--- config.mk ---
export PLATFORM = sky130hd
export DESIGN_NAME = lcd_bus_engine_flat
export DESIGN_NICKNAME = d
export VERILOG_FILES = /design/src/rtl/lcd_bus_engine_if.sv /design/src/rtl/lcd_bus_engine.sv /design/src/flat_wrapper.sv
export SDC_FILE = /design/constraint.sdc
export NUM_CORES = 1
export LEC_CHECK = 0
export BUFFER_PORTS_ARGS = -buffer_cell sky130_fd_sc_hd__buf_4
export CORE_MARGIN = 1.5
export CORE_UTILIZATION = 43
export DETAILED_ROUTE_END_ITERATION = 8
export SLEW_MARGIN = 25
export SYNTH_ARGS = -nofsm -noshare
export SYNTH_HDL_FRONTEND = slang
export SYNTH_SLANG_ARGS = --single-unit
--- constraint.sdc ---
create_clock -name clk -period 3.5 [get_ports clk]
set_clock_uncertainty 0.05 [all_clocks]
set_input_delay 1.05 -clock clk [delete_from_list [all_inputs] [get_ports clk]]
set_output_delay 1.05 -clock clk [all_outputs]
set_load 0.1 [all_outputs]
--- src/rtl/lcd_bus_engine_if.sv ---
// Push-side, read-return and panel-pin signals of the 8080-style LCD bus engine.
// master = command source / panel model, slave = lcd_bus_engine.
interface lcd_bus_engine_if #(
    parameter int DW = 16
);
    logic          cmd_valid;
    logic          cmd_ready;
    logic          cmd_rs;
    logic          cmd_rd;
    logic [DW-1:0] cmd_data;
    logic          busy;
    logic          rd_valid;
    logic [DW-1:0] rd_data;
    logic          lcd_cs;
    logic          lcd_wr;
    logic          lcd_rd;
    logic          lcd_rs;
    logic [DW-1:0] lcd_data;
    logic          lcd_data_oe;
    logic [DW-1:0] lcd_data_i;

    modport master (
        output cmd_valid, cmd_rs, cmd_rd, cmd_data, lcd_data_i,
        input  cmd_ready, busy, rd_valid, rd_data,
               lcd_cs, lcd_wr, lcd_rd, lcd_rs, lcd_data, lcd_data_oe
    );

    modport slave (
        input  cmd_valid, cmd_rs, cmd_rd, cmd_data, lcd_data_i,
        output cmd_ready, busy, rd_valid, rd_data,
               lcd_cs, lcd_wr, lcd_rd, lcd_rs, lcd_data, lcd_data_oe
    );
endinterface

--- src/rtl/lcd_bus_engine.sv ---
// 8080-style parallel LCD bus master with command FIFO and burst chip-select.
// Optional read cycles are compiled in with `define LCD_CTRL_READ_EN.
module lcd_bus_engine #(
    parameter int DW        = 16,
    parameter int DEPTH     = 4,
    parameter int T_SETUP   = 1,
    parameter int T_WR_LOW  = 2,
    parameter int T_WR_HIGH = 2,
    parameter int T_CS_HOLD = 1,
    parameter int T_RD_LOW  = 4
) (
    input  logic            clk,
    input  logic            rst,
    lcd_bus_engine_if.slave bus
);
    function automatic int max2(input int a, input int b);
        return (a > b) ? a : b;
    endfunction

    localparam int AW   = (DEPTH > 1) ? $clog2(DEPTH) : 1;
    localparam int TMAX = max2(max2(T_SETUP, T_WR_LOW),
                               max2(max2(T_WR_HIGH, T_CS_HOLD), T_RD_LOW));
    localparam int CW   = (TMAX > 1) ? $clog2(TMAX) : 1;

    typedef enum logic [2:0] {IDLE, SETUP, WR_LOW, WR_HIGH, RD_LOW, HOLD} state_t;
    typedef struct packed {
        logic          rd;
        logic          rs;
        logic [DW-1:0] data;
    } entry_t;

    entry_t        mem_q [DEPTH];
    logic [AW-1:0] wptr_q, rptr_q;
    logic [AW:0]   count_q, count_d;
    state_t        state_q, state_d;
    logic [CW-1:0] cnt_q, cnt_d;
    logic          push, pop, word_done;
    entry_t        head;
    logic          cs_q, cs_d, wr_q, wr_d, rs_q, rs_d, busy_q, busy_d;
    logic [DW-1:0] data_q, data_d;
`ifdef LCD_CTRL_READ_EN
    logic          cur_rd_q, cur_rd_d, rdn_q, rdn_d, oe_q, oe_d, rd_cap, rdv_q;
    logic [DW-1:0] rdd_q;
`endif

    assign head          = mem_q[rptr_q];
    assign bus.cmd_ready = (count_q != (AW+1)'(DEPTH));
    assign push          = bus.cmd_valid & bus.cmd_ready;
    assign count_d       = count_q + (AW+1)'(push) - (AW+1)'(pop);
    assign busy_d        = (state_d != IDLE) || (count_d != '0);

    always_ff @(posedge clk) begin
        if (push) mem_q[wptr_q] <= {bus.cmd_rd, bus.cmd_rs, bus.cmd_data};
    end

    always_comb begin
        state_d   = state_q;
        cnt_d     = cnt_q;
        pop       = 1'b0;
        word_done = 1'b0;
        rs_d      = rs_q;
        data_d    = data_q;
`ifdef LCD_CTRL_READ_EN
        cur_rd_d  = cur_rd_q;
        oe_d      = oe_q;
        rd_cap    = 1'b0;
`endif
        case (state_q)
            IDLE: if (count_q != '0) begin
                pop     = 1'b1;
                state_d = SETUP;
                cnt_d   = CW'(T_SETUP - 1);
            end
            SETUP: if (cnt_q != '0) cnt_d = cnt_q - CW'(1);
`ifdef LCD_CTRL_READ_EN
            else if (cur_rd_q) begin
                state_d = RD_LOW;
                cnt_d   = CW'(T_RD_LOW - 1);
            end
`endif
            else begin
                state_d = WR_LOW;
                cnt_d   = CW'(T_WR_LOW - 1);
            end
            WR_LOW: if (cnt_q != '0) cnt_d = cnt_q - CW'(1);
            else begin
                state_d = WR_HIGH;
                cnt_d   = CW'(T_WR_HIGH - 1);
            end
            WR_HIGH: if (cnt_q != '0) cnt_d = cnt_q - CW'(1);
            else word_done = 1'b1;
`ifdef LCD_CTRL_READ_EN
            RD_LOW: if (cnt_q != '0) cnt_d = cnt_q - CW'(1);
            else begin
                word_done = 1'b1;
                rd_cap    = 1'b1;
            end
`endif
            HOLD: if (cnt_q != '0) cnt_d = cnt_q - CW'(1);
            else state_d = IDLE;
            default: state_d = IDLE;
        endcase

        // Back-to-back words keep CS low; only an empty FIFO ends the burst.
        if (word_done) begin
            if (count_q != '0) begin
                pop     = 1'b1;
                state_d = SETUP;
                cnt_d   = CW'(T_SETUP - 1);
            end else begin
                state_d = HOLD;
                cnt_d   = CW'(T_CS_HOLD - 1);
            end
        end

        if (pop) begin
            rs_d   = head.rs;
            data_d = head.data;
`ifdef LCD_CTRL_READ_EN
            cur_rd_d = head.rd;
            oe_d     = ~head.rd;
`endif
        end
`ifdef LCD_CTRL_READ_EN
        if (state_d == IDLE) oe_d = 1'b1;
        rdn_d = (state_d != RD_LOW);
`endif
        cs_d = (state_d == IDLE);
        wr_d = (state_d != WR_LOW);
    end

    always_ff @(posedge clk) begin
        if (rst) begin
            state_q <= IDLE;
            cnt_q   <= '0;
            wptr_q  <= '0;
            rptr_q  <= '0;
            count_q <= '0;
            cs_q    <= 1'b1;
            wr_q    <= 1'b1;
            rs_q    <= 1'b0;
            data_q  <= '0;
            busy_q  <= 1'b0;
        end else begin
            state_q <= state_d;
            cnt_q   <= cnt_d;
            count_q <= count_d;
            cs_q    <= cs_d;
            wr_q    <= wr_d;
            rs_q    <= rs_d;
            data_q  <= data_d;
            busy_q  <= busy_d;
            if (push) wptr_q <= wptr_q + AW'(1);
            if (pop)  rptr_q <= rptr_q + AW'(1);
        end
    end

    assign bus.lcd_cs   = cs_q;
    assign bus.lcd_wr   = wr_q;
    assign bus.lcd_rs   = rs_q;
    assign bus.lcd_data = data_q;
    assign bus.busy     = busy_q;

`ifdef LCD_CTRL_READ_EN
    always_ff @(posedge clk) begin
        if (rst) begin
            cur_rd_q <= 1'b0;
            rdn_q    <= 1'b1;
            oe_q     <= 1'b1;
            rdv_q    <= 1'b0;
            rdd_q    <= '0;
        end else begin
            cur_rd_q <= cur_rd_d;
            rdn_q    <= rdn_d;
            oe_q     <= oe_d;
            rdv_q    <= rd_cap;
            if (rd_cap) rdd_q <= bus.lcd_data_i;
        end
    end

    assign bus.lcd_rd      = rdn_q;
    assign bus.lcd_data_oe = oe_q;
    assign bus.rd_valid    = rdv_q;
    assign bus.rd_data     = rdd_q;
`else
    logic unused_rd;
    assign unused_rd       = ^{head.rd, bus.lcd_data_i};
    assign bus.lcd_rd      = 1'b1;
    assign bus.lcd_data_oe = 1'b1;
    assign bus.rd_valid    = 1'b0;
    assign bus.rd_data     = '0;
`endif
endmodule

--- src/flat_wrapper.sv ---
// flat-port wrapper written by rule: the top's interface ports become plain ports
module lcd_bus_engine_flat 
#(
    parameter int DW        = 16,
    parameter int DEPTH     = 4,
    parameter int T_SETUP   = 1,
    parameter int T_WR_LOW  = 2,
    parameter int T_WR_HIGH = 2,
    parameter int T_CS_HOLD = 1,
    parameter int T_RD_LOW  = 4
)
  (clk, rst, bus_cmd_valid, bus_cmd_rs, bus_cmd_rd, bus_cmd_data, bus_lcd_data_i, bus_cmd_ready, bus_busy, bus_rd_valid, bus_rd_data, bus_lcd_cs, bus_lcd_wr, bus_lcd_rd, bus_lcd_rs, bus_lcd_data, bus_lcd_data_oe);
  lcd_bus_engine_if #(.DW(DW)) bus_i ();
  input  logic clk;
  input  logic rst;
  input wire logic [$bits(bus_i.cmd_valid)-1:0] bus_cmd_valid;
  input wire logic [$bits(bus_i.cmd_rs)-1:0] bus_cmd_rs;
  input wire logic [$bits(bus_i.cmd_rd)-1:0] bus_cmd_rd;
  input wire logic [$bits(bus_i.cmd_data)-1:0] bus_cmd_data;
  input wire logic [$bits(bus_i.lcd_data_i)-1:0] bus_lcd_data_i;
  output wire logic [$bits(bus_i.cmd_ready)-1:0] bus_cmd_ready;
  output wire logic [$bits(bus_i.busy)-1:0] bus_busy;
  output wire logic [$bits(bus_i.rd_valid)-1:0] bus_rd_valid;
  output wire logic [$bits(bus_i.rd_data)-1:0] bus_rd_data;
  output wire logic [$bits(bus_i.lcd_cs)-1:0] bus_lcd_cs;
  output wire logic [$bits(bus_i.lcd_wr)-1:0] bus_lcd_wr;
  output wire logic [$bits(bus_i.lcd_rd)-1:0] bus_lcd_rd;
  output wire logic [$bits(bus_i.lcd_rs)-1:0] bus_lcd_rs;
  output wire logic [$bits(bus_i.lcd_data)-1:0] bus_lcd_data;
  output wire logic [$bits(bus_i.lcd_data_oe)-1:0] bus_lcd_data_oe;
  assign bus_i.cmd_valid = bus_cmd_valid;
  assign bus_i.cmd_rs = bus_cmd_rs;
  assign bus_i.cmd_rd = bus_cmd_rd;
  assign bus_i.cmd_data = bus_cmd_data;
  assign bus_i.lcd_data_i = bus_lcd_data_i;
  assign bus_cmd_ready = bus_i.cmd_ready;
  assign bus_busy = bus_i.busy;
  assign bus_rd_valid = bus_i.rd_valid;
  assign bus_rd_data = bus_i.rd_data;
  assign bus_lcd_cs = bus_i.lcd_cs;
  assign bus_lcd_wr = bus_i.lcd_wr;
  assign bus_lcd_rd = bus_i.lcd_rd;
  assign bus_lcd_rs = bus_i.lcd_rs;
  assign bus_lcd_data = bus_i.lcd_data;
  assign bus_lcd_data_oe = bus_i.lcd_data_oe;
  lcd_bus_engine #(.DW(DW), .DEPTH(DEPTH), .T_SETUP(T_SETUP), .T_WR_LOW(T_WR_LOW), .T_WR_HIGH(T_WR_HIGH), .T_CS_HOLD(T_CS_HOLD), .T_RD_LOW(T_RD_LOW)) u_core (.clk(clk), .rst(rst), .bus(bus_i));
endmodule
Yosys cells after proc, flatten, opt, wreduce, memory -nomap -nowiden
Memory sizes are Yosys's and may differ from the RTL's. A register that Yosys moved wholly into a read port is not among the register bits.
Index checks and enable logic that the tools add are counted.
- register bits: 15
- bits in writable memories: 72
- input port bits: 37
- word-level logic and storage cells: 54
- memories: 1
- $add $sub $neg: 5
- equal/unequal tests: 8
- muxes and demuxes: 19
- bitwise gates (word level): 1
- reductions and logical operators: 12
- memory list (memory ; depth ; width ; rd ports ; clocked after Yosys merged registers in ; wr ports ; RTL line ; RTL):
    u_core.mem_q ; 4 ; 18 ; 1 ; 1 ; 1 ; lcd_bus_engine.sv:32 ; entry_t mem_q [DEPTH];
- operators with widths (operator ; count):
    2-to-1 mux 3 bit ; 6
    one-hot mux 3 bit (5 select lines) ; 1
    nonzero test 3 bit ; 4
    2-to-1 mux 1 bit ; 8
    equality test 3 x 2 -> 1 bit (second input constant) ; 2
    logical NOT 3 bit ; 2
    2-to-1 mux 2 bit ; 3
    one-hot mux 2 bit (3 select lines) ; 1
    OR reduction 2 bit ; 3
    adder 2 x 1 -> 2 bit (second input constant) ; 2
    inequality test 2 x 1 -> 1 bit (second input constant) ; 2
    adder 3 x 1 -> 3 bit ; 1
    equality test 3 x 1 -> 1 bit (second input constant) ; 1
    equality test 3 bit (second input constant) ; 1
    inequality test 3 x 2 -> 1 bit (second input constant) ; 1
    inequality test 3 bit (second input constant) ; 1
    AND reduction 3 bit ; 1
    subtractor 3 x 1 -> 3 bit ; 1
    nonzero test 2 bit ; 1
    subtractor 2 x 1 -> 2 bit (second input constant) ; 1
    AND 1 bit ; 1
    logical OR 1 bit ; 1

Depth between registers and ports, before layout
Gate-level depths: netlist of the first run.
- word-level depth: 8
- depth in mapped cells: 15

Worst setup path after synthesis of the first run
Ideal clock, no wire load.
- path kind: reg-to-reg
- start point: register u_core.cnt_q[1]
- end point: register u_core.busy_q, in the netlist u_core.bus.busy
- setup time: 137 ps
- arrival: 2598 ps
- required time: 3313 ps
- path slack: 714 ps
- stages on the path, launching flop included: 16
- period minus slack after synthesis: 2786 ps
- path through: dfxtp_1 -> inv_1 -> ha_1 -> buf_2 -> nand3_1 -> a211o_1 -> clkinv_2 -> buf_4 -> ha_1 -> inv_1 -> ha_1 -> inv_1 -> fa_1 -> xor2_1 -> xnor2_1 -> a41oi_1
- cells in the longest elaborated chain, start to end: 7
- elaborated cells on any way between the ends: 13
- those cells by class: add/sub: 1; mux: 8; reduce/logical: 4
- RTL lines (what ; RTL line ; RTL):
    start, declared ; lcd_bus_engine.sv:36 ; logic [CW-1:0] cnt_q, cnt_d;
    start signal, assigned ; lcd_bus_engine.sv:146 ; cnt_q <= cnt_d;
    nonzero test 2 bit * ; - ;
    2-to-1 mux 1 bit ; lcd_bus_engine.sv:90 ; WR_HIGH: if (cnt_q != '0) cnt_d = cnt_q - CW'(1);
    2-to-1 mux 1 bit ; lcd_bus_engine.sv:68 ; case (state_q)
    2-to-1 mux 1 bit ; lcd_bus_engine.sv:105 ; if (word_done) begin
    subtractor 3 x 1 -> 3 bit ; lcd_bus_engine.sv:49 ; assign count_d = count_q + (AW+1)'(push) - (AW+1)'(pop);
    nonzero test 3 bit ; lcd_bus_engine.sv:50 ; assign busy_d = (state_d != IDLE) || (count_d != '0);
    logical OR 1 bit * ; lcd_bus_engine.sv:50 ;
    end signal, assigned ; lcd_bus_engine.sv:152 ; busy_q <= busy_d;
    end, declared ; lcd_bus_engine.sv:39 ; logic cs_q, cs_d, wr_q, wr_d, rs_q, rs_d, busy_q, busy_d;
Every way passes the cells marked *; elsewhere a longest branch is shown, timed or not.
A chain may end at the register's enable or synchronous reset.

Final worst setup path of the first run
Ends and elaborated chain as after synthesis.

==> results of run 1 <==
-- state kept, by name (all words and copies together), names as in the netlist --
register	count
u_core.bus.busy	1
u_core.bus.lcd_cs	1
u_core.bus.lcd_data	16
u_core.bus.lcd_rs	1
u_core.bus.lcd_wr	1
u_core.cnt_q	2
u_core.count_q	3
u_core.mem_q	68
u_core.rptr_q	2
u_core.state_q	3
u_core.wptr_q	2
-- stage by stage --
step	utilization	cell area (sq um)	setup WS, ps	cells
2_1_floorplan	-	4090	714	302
3_3_place_gp	0.477	4370	701	428
3_5_place_dp	0.477	4370	708	428
4_1_cts	0.500	4570	682	444
5_1_grt	0.500	4570	457	444
6_report	0.500	4570	664	444
-- tightest hold or removal path: cells and delay by family (launching register included) --
kind / cells / cell delay (ps)
AOI/OAI and AO/OA: 1 / 50
DFF: 1 / 320
and+or+nand+nor: 1 / 50
-- power by group through the flow --
stage / registers (uW) / logic [uW] / clock network [uW]
after floorplan: 2330 / 982 / 0
after CTS: 1670 / 2030 / 774
after detailed placement: 1700 / 2020 / 0
after global routing: 1700 / 2160 / 815
final: 1670 / 2000 / 755
after global placement: 1690 / 2000 / 0
-- final cells by class --
type / instances / share of cell area
clock buffers: 9 / 0.0271
clock inverters: 7 / 0.0175
inverters: 13 / 0.0109
multi-input cells: 156 / 0.249
flip-flops and latches: 100 / 0.587
well taps: 111 / 0.0304
repair buffers: 48 / 0.0788
-- path summary, 6_finish.rpt --
kind	start	end	slack [ps]	cells after the start
worst max-delay path	u_core.cnt_q[1]	u_core.bus.busy	660	13
worst min-delay path	u_core.bus.lcd_data[4]	u_core.bus.lcd_data[4]	410	2
worst max register to register	u_core.cnt_q[1]	u_core.bus.busy	660	13
worst min register to register	u_core.bus.lcd_data[4]	u_core.bus.lcd_data[4]	410	2
-- placed cells by master, fill, tap and decap left out, types with 8 or more instances in the layout --
master / instances
ha_1: 8
nand2_1: 38
clkbuf_8: 9
edfxtp_1: 68
conb_1: 19
nor3_1: 8
nor2_1: 10
dfxtp_1: 32
mux4_2: 17
inv_1: 11
a21oi_1: 23
buf_4: 48
-- cell families after synthesis --
logic type / after synthesis / synth area share
flip-flops: 100 / 0.666
AND/OR/NAND/NOR: 66 / 0.0699
buffers and inverters: 46 / 0.0671
AO/OA/AOI/OAI: 40 / 0.0587
multiplexers: 18 / 0.0976
adder cells (fa/ha/maj): 9 / 0.0298
XOR/XNOR: 4 / 0.00870
other: 2 / 0.00187
-- per-layer routing --
metal | up-vias | part of all wire | track usage
li1 | 1078 | - | -
met1 | 1081 | 0.46 | 0.206
met2 | 68 | 0.48 | 0.245
met3 | 11 | 0.044 | 0.0464
met4 | 0 | 0.012 | 0.0488
met5 | - | 0 | 0
==> run summary, run 1 <==
For this block, the routed nets add up to 6940 microns of wire. The mapped netlist covers 4030 sq um. The deepest clock path buffer count came out at 2. The die boundary height came out at 99.8 microns. The storage element area came out at 2680 sq um. The ratio of final minimum period to clock period came out at 0.810. The hold violation count in the final report came out at 0. The DRC violation count after routing is 0. Yosys mapped a number of flops with a built-in enable equal to 68. The worst hold slack came out at 411 ps. The number of diodes added for antenna fixing is 0. The final-report max-slew violation count is 0. The kind of cell with the highest combined delay along the critical path is adder cells. The clock root buffer is clkbuf_8.

After clock tree synthesis, the repair step resized 0 gates. In the routed layout, each cell is associated on average with a via count of 5.04. For this design the static power due to leakage is 0.00168 uW. The power share of the clock group came out at 0.171. The number of setup buffers added after CTS came out at 0. The proportion of layout cells with a drive suffix above 1 is 0.249. The share of total power dissipated in combinational logic is 0.453.

The average instance in the mapped netlist occupies 14.1 sq um. STA classifies the critical path startpoint as a register. The initial antenna violation count is 0. The critical path goes through inv_1, ha_1, nand3_1, a211o_1, clkinv_2, ha_1, inv_1, ha_1, inv_1, fa_1, xor2_1, xnor2_1, a41oi_1. The first-pass GRT wire length came out at 11300 microns. Counting every sink on the clock net gives 100. The synthesis warning total came out at 0. The net load switching power is 2010 uW.

The predominant post-synthesis flop cell is edfxtp_1. The worst IR drop on VDD came out at 0.905 mV. After synthesis, the cell types taking the most area are edfxtp_1 51%, dfxtp_1 16%, mux4_2 9.5%. The largest total area in the synthesized netlist belongs to edfxtp_1.

The total of hold buffers inserted after clock tree synthesis came out at 0. The switching share of total power came out at 0.455. TritonCTS built the clock tree. The endpoint kind of the worst setup timing path is a register. In the final layout, the multi-input gates occupy 1140 sq um. The all-layer global routing usage is 0.155. The transition time of the tightest slew-check pin came out at 910 ps. The area share of the largest cell type after synthesis came out at 0.507.

The number of buffer and inverter instances along the worst setup path came out at 4. The highest net fanout along the worst path is 10. The number of levels in the clock H-tree is 3.

The commonest cells after synthesis are 68 x edfxtp_1, 38 x nand2_1, 32 x dfxtp_1, 23 x a21oi_1, 22 x buf_4. The share of the Yosys chip area taken by registers is 0.666. Routability-driven placement finished with a final weighted congestion of 0.782. The power per cell area came out at 968 nW/um^2. The number of fillers in the final layout came out at 780. Counting flops with an async set or reset pin after synthesis yields a share of 0. 77 I/O pins were placed.

Dividing the detail-routed wire length by the instance count gives 15.6 microns. The post-layout minimum cycle time came out at 2840 ps. The run finished with clean final reports. The number of buffers inserted by port buffering is 40. The number of core rows came out at 35. The die is 99.8 microns wide. The highest clock frequency the design can meet is 353 MHz. Setup violations remaining at the end of the flow were counted as 0.

The signal arrival time at the worst endpoint came out at 3020 ps. The via count of the first global-routing pass was 2187. The slowest cell on the critical path is ha_1. The post-detailed-route count of antenna-violating nets is 0. The number of max-cap violations is 0. The floorplan step defined a die boundary enclosing 9950 sq um.

For the worst setup path, the data required time is 3690 ps. After the last flow step, the layout net total stands at 374. The largest net degree at the start of global routing came out at 32.

The post-synthesis to final-layout area growth is 13.6%. Setup repair after global routing left no endpoint under its margin. The global route total overflow is 0. The kind of critical path is reg -> reg.

The floorplan step defined a core boundary enclosing 9150 sq um. The path class of the tightest hold or removal check is reg -> reg. The most common cell in the synthesized netlist is edfxtp_1.

The initial DRC count came out at 87. After clock tree synthesis, the clock-pin slew on the worst setup and hold paths is 100 ps. The sequential share of power is 0.377. The number of synthesized register bits came out at 100. The first-pass iteration count of the detailed router is 4. The total CTS buffers came out at 9. The post-synthesis cell count came out at 285. The insertion delay to the later sink of the worst-skew pair came out at 360 ps. The via count came out at 2238. The design draws 4430 uW. For this configuration, the core starts out at a cell density of 0.440. The worst slew margin relative to its limit is 0.393. In this run, distinct cell masters in the synthesized netlist total 38. The internal portion of total power came out at 2410 uW. The largest single stage delay on the critical path is 370 ps. The HPWL after detailed placement is 4300 microns. The accumulated negative setup slack came out at 0 ps.
(Power assumes the default switching activity.)
==> run 2: changes to the inputs <==
Clock period 3.5 ns to 2.7 ns, I/O delays scaled along.
==> run summary, run 2 (synthesis results as in run 1) <==
The area inside the core boundary is 9150 sq um (unchanged). The data required time of the worst path came out at 2890 ps (-800 ps). The final cell count without fillers came to 454 (+2.3%). The insertion delay to the later sink of the worst-skew pair is 360 ps (about the same). The path class of the lowest-slack min-delay path is reg -> reg. The number of I/O pins came to 77 (unchanged). The number of buffers inserted by port buffering was 40 (unchanged). The number of flip-flops under the largest register name came to 68 (unchanged). The signal arrival time at the worst endpoint came to 2690 ps (-330 ps). The flow ran to the end, and the final reports show no timing, DRC or antenna violations. Setup repair after global routing left no endpoint under its margin. The all-layer global routing usage is 0.149 (-0.00605). The number of levels in the clock H-tree is 3 (unchanged). The worst setup path is captured at a register. The total CTS buffers is 9 (unchanged).

The via count was 2258 (+0.89%). The ratio of routed vias to standard cells is 4.97 (-1.3%). The via count of the first global-routing pass was 2139 (-2.2%). The leakage power summed over all cells was 0.00171 uW (+2.2%). The count of clock tree sinks is 100 (unchanged). The number of max-cap violations came out at 0 (unchanged). The number of fillers in the final layout came out at 784 (+0.51%).

The detailed-placement wirelength estimate came to 4640 microns (+7.7%). The ratio of final minimum period to clock period was 0.926 (+0.116). The number of core rows came out at 35 (unchanged).

The DRC violation count after routing came out at 0 (unchanged). The largest net degree at the start of global routing came to 32 (unchanged). The overall die width came out at 99.8 microns (unchanged). The reg-to-reg setup timing slack came out at 200 ps (-460 ps). The final weighted congestion of routability-driven global placement was 0.801 (+2.3%). The power per cell area is 1230 nW/um^2 (+27%). The number of setup buffers added after CTS was 0 (unchanged). The startpoint class of the critical path is a register.

The first-pass GRT wire length came to 11000 microns (-3.3%). CTS placed an instance of clkbuf_8 at the clock tree root. The net count of the finished layout is 384 (+2.7%). The hold violation count in the final report came to 0 (unchanged). The register clock-pin slew on the reported worst setup and hold paths is 100 ps (about the same). The routed wire length per instance came to 15.1 microns (-3.2%). The initial DRC count is 107 (+23%). The cell count after placement came out at 438 (+2.3%). The overall die area came to 9950 sq um (unchanged). The accumulated negative setup slack came out at 0 ps (unchanged). The worst hold slack is 409 ps (-1.11 ps). In the layout the commonest cells are 68 x edfxtp_1, 57 x buf_4, 38 x nand2_1, 32 x dfxtp_1, 23 x a21oi_1. u_core.mem_q holds more flip-flops than any other register.

The initial antenna violation count came out at 0 (unchanged). The global route total overflow came out at 0 (unchanged). The total wirelength of the detailed-routed design is 6870 microns (-0.98%). The setup-violating endpoint count in the final report is 0 (unchanged). The kind of critical path is reg -> reg.

The library cell used most frequently in the layout, excluding fill and tap cells, is edfxtp_1. The number of diodes added for antenna fixing came out at 0 (unchanged). The CTS tree is done. The final-report max-slew violation count was 0 (unchanged). The highest clock frequency the design can meet is 400 MHz (+13%). The highest net fanout along the worst path was 3 (-7). The proportion of layout cells with a drive suffix above 1 is 0.274 (+0.0248). The post-layout minimum cycle time is 2500 ps (-336 ps). The deepest clock path buffer count is 2 (unchanged). The storage element area came to 2680 sq um (unchanged).

The die boundary height came out at 99.8 microns (unchanged). The first-pass iteration count of the detailed router is 4 (unchanged). Relative to the synthesized area, the layout overhead comes to 15.4%. The post-detailed-route count of antenna-violating nets was 0 (unchanged). The worst IR drop on VDD came out at 0.791 mV (-13%). The multi-input gate area in the final layout is 1140 sq um (+0.66%). The starting density of the core is 0.440 (unchanged).
## run 2: cell types whose count changed in the layout (fill, tap and decap cells not counted), sizes merged
cell and change:
bufinv -1, clkbuf +1, clkinvlp +2, buf +10, inv -2
## run 2: repair_timing
action | 4_1_cts | 5_1_grt
gates resized for setup | 0 | 1
setup endpoints to repair | 0 | 1
hold buffers | 0 | 0
endpoints found under the hold margin | 0 | 0
## run 2: stage by stage
stage	util	total power [uW]	worst slack, ps	cell area, sq um
after global placement	0.487	4880	168	4460
after floorplan	-	4320	8.94	4100
after CTS	0.508	5780	154	4650
after global routing	0.508	6050	7.04	4650
after detailed placement	0.487	4900	159	4460
final	0.508	5710	200	4650
## run 2: worst paths after layout
kind                                              start                      end  cells past startpoint
worst max-delay path                    u_core.cnt_q[1]          u_core.bus.busy                     13
worst min register to register  u_core.bus.lcd_data[14]  u_core.bus.lcd_data[14]                      2
worst min-delay path            u_core.bus.lcd_data[14]  u_core.bus.lcd_data[14]                      2
worst max register to register          u_core.cnt_q[1]          u_core.bus.busy                     13
## run 2: final cells by class
type                    instances  area share
flip-flops and latches        100       0.577
well taps                     111      0.0299
clock inverters                 6     0.00996
inverters                      13      0.0108
repair buffers                 58      0.0964
clock buffers                  10      0.0296
multi-input cells             156       0.246
## run 2: critical path, stage by stage, from the launching register on
cell,delay (ps)
dfxtp_1,320
inv_1,100
ha_2,200
nand3_2,80
a211o_1,300
clkinv_2,60
ha_1,210
inv_1,50
ha_1,130
inv_1,50
fa_1,370
xor2_1,160
xnor2_1,180
a41oi_1,130
## run 2: power by group
part | leakage (uW) | internal (uW) | switching [uW]
Combinational | 0.000742 | 803 | 1930
Clock | 0.0000845 | 367 | 520
Sequential | 0.000886 | 1950 | 145
## run 2: per-layer routing
layer	up-vias	track usage	share of wire
met5	-	0	0
met4	0	0.0737	0.011
met3	5	0.0267	0.038
met2	49	0.242	0.50
met1	1110	0.192	0.45
li1	1094	-	-
==> run 3: changes to the inputs <==
Settings changed: MAX_ROUTING_LAYER set to met4.
==> run summary, run 3 (synthesis results as in run 1) <==
The starting density of the core is 0.440 (unchanged). The power per cell area is 1230 nW/um^2 (about the same). The largest net degree at the start of global routing is 32 (unchanged). The global route total overflow is 0 (unchanged). The power share of the clock group came out at 0.156 (about the same). The setup-violating endpoint count in the final report came out at 0 (unchanged). The all-layer global routing usage came out at 0.153 (+0.00485). The startpoint class of the critical path is a register.

The detailed-placement wirelength estimate came out at 4640 microns (unchanged). The highest net fanout along the worst path is 3 (unchanged). The worst setup path is captured at a register.

The cell depth of the worst min-delay path was 2 (unchanged). The accumulated negative setup slack is 0 ps (unchanged). The number of flip-flops under the largest register name came out at 68 (unchanged). The instance area at placement was 4460 sq um (unchanged). The number of max-cap violations came out at 0 (unchanged). The most common cell after layout, fill and taps aside is edfxtp_1.

The total CTS buffers is 9 (unchanged). The via count came to 2262 (+0.18%). The overall die width came out at 99.8 microns (unchanged). The number of I/O pins was 77 (unchanged). The net load switching power is 2600 uW (+0.14%). The number of setup buffers added after CTS came out at 0 (unchanged). The critical path goes through inv_1, ha_2, nand3_2, a211o_1, clkinv_2, ha_1, inv_1, ha_1, inv_1, fa_1, xor2_1, xnor2_1, a41oi_1. The routed wire length per instance is 15.1 microns (unchanged). The register clock-pin slew on the reported worst setup and hold paths is 100 ps (about the same).

The number of buffers inserted by port buffering is 40 (unchanged). The data required time of the worst path is 2890 ps (about the same). The worst IR drop on VDD came to 0.792 mV (+0.19%). The cell area after layout came out at 4650 sq um (unchanged). The maximum cell stage delay along the critical path is 370 ps (about the same).

In the layout the commonest cells are 68 x edfxtp_1, 57 x buf_4, 38 x nand2_1, 32 x dfxtp_1, 23 x a21oi_1. The first-pass GRT wire length came out at 11000 microns (+0.25%). The worst hold path belongs to the class reg -> reg.

The register containing the most flip-flops in the final layout is u_core.mem_q. The total of hold buffers inserted after clock tree synthesis is 0 (unchanged). The via count of the first global-routing pass is 2133 (-0.28%).

The deepest clock path buffer count was 2 (unchanged). The ratio of final minimum period to clock period is 0.928 (+0.00231). Setup repair after global routing left no endpoint under its margin.

The ratio of routed vias to standard cells is 4.98 (+0.18%). The DRC violation count after routing was 0 (unchanged). The leakage power summed over all cells came out at 0.00171 uW (unchanged).

On the critical path, the stage with the largest delay is an instance of fa_1. The hold violation count in the final report is 0 (unchanged). The cell count after placement came to 438 (unchanged). The initial antenna violation count was 0 (unchanged). The number of diodes added for antenna fixing was 0 (unchanged).

The proportion of layout cells with a drive suffix above 1 came to 0.274 (unchanged). The total wirelength of the detailed-routed design is 6870 microns (unchanged). The highest clock frequency the design can meet is 399 MHz (-0.25%). The depth of the worst register-to-register path came to 13 (unchanged). The worst hold slack is 409 ps (+0.00200 ps).

The final weighted congestion of routability-driven global placement was 0.812 (+1.4%). The signal arrival time at the worst endpoint is 2700 ps (about the same). TritonCTS built the clock tree. The post-detailed-route count of antenna-violating nets came to 0 (unchanged). The number of core rows came out at 35 (unchanged).

The post-synthesis to final-layout area growth is 15.4% (unchanged). The internal portion of total power came to 3120 uW (about the same). The insertion delay to the later sink of the worst-skew pair is 360 ps (about the same). The run finished with clean final reports. The final-report max-slew violation count was 0 (unchanged). The net count of the finished layout came out at 384 (unchanged). The count of clock tree sinks came to 100 (unchanged). The power share of the combinational group is 0.479 (about the same). The number of levels in the clock H-tree came out at 3 (unchanged). The final cell count without fillers came to 454 (unchanged). CTS placed an instance of clkbuf_8 at the clock tree root. The overall die area was 9950 sq um (unchanged).

The first-pass iteration count of the detailed router was 4 (unchanged). The area inside the core boundary came out at 9150 sq um (unchanged). The number of fillers in the final layout came to 784 (unchanged). The most numerous cell type found on the critical path is inv_1. The post-layout minimum cycle time came out at 2510 ps (+6.24 ps).

The die boundary height is 99.8 microns (unchanged). The initial DRC count came out at 103 (-3.7%). The switching share of total power came out at 0.455 (about the same). The kind of critical path is reg -> reg. The sequential share of power came out at 0.366 (about the same).
run 3: power groups by stage:
stage / logic (uW) / registers, uW / clock network [uW]
6_report: 2740 / 2090 / 889
5_1_grt: 2940 / 2130 / 978
4_1_cts: 2780 / 2100 / 909
3_5_place_dp: 2770 / 2130 / 0
3_3_place_gp: 2750 / 2120 / 0
2_1_floorplan: 1290 / 3030 / 0
run 3: timing repair:
action | CTS | global route
hold endpoints to repair | 0 | 0
resized for setup | 0 | 1
setup endpoints to repair | 0 | 1
run 3: path summary, 6_finish.rpt:
kind,startpoint,end,slack (ps)
max,u_core.cnt_q[1],u_core.bus.busy,190
min,u_core.bus.lcd_data[14],u_core.bus.lcd_data[14],410
max reg2reg,u_core.cnt_q[1],u_core.bus.busy,190
min reg2reg,u_core.bus.lcd_data[14],u_core.bus.lcd_data[14],410
run 3: final cells by class:
class                           instances  area [sq um]  share of cell area
Sequential cell                       100          2680               0.577
Inverter                               13          50.0              0.0108
Multi-Input combinational cell        156          1140               0.246
Tap cell                              111           139              0.0299
Clock inverter                          6          46.3             0.00996
Timing Repair Buffer                   58           448              0.0964
Clock buffer                           10           138              0.0296
run 3: worst max-delay path: cells and delay by family, from the launching register on:
family                   cells  cell delay [ps]
XOR/XNOR                     2              350
AO/OA/AOI/OAI                2              430
buffers and inverters        4              260
AND/OR/NAND/NOR              1               80
flip-flops                   1              320
adder cells (fa/ha/maj)      4              910
run 3: stage by stage:
| step | util | setup slack, ps | power [uW] |
|---|---|---|---|
| floorplan | - | 8.94 | 4320 |
| global placement | 0.487 | 168 | 4880 |
| detailed placement | 0.487 | 159 | 4900 |
| CTS | 0.508 | 154 | 5780 |
| global route | 0.508 | 10.1 | 6050 |
| finish | 0.508 | 194 | 5720 |
run 3: routing by layer:
metal	wire length [microns]	GRT usage	part of all wire	vias up
li1	-	-	-	1094
met1	3090	0.192	0.45	1109
met2	3410	0.243	0.50	48
met3	220	0.0267	0.032	11
met4	144	0.0737	0.021	0
met5	0	-	0	-
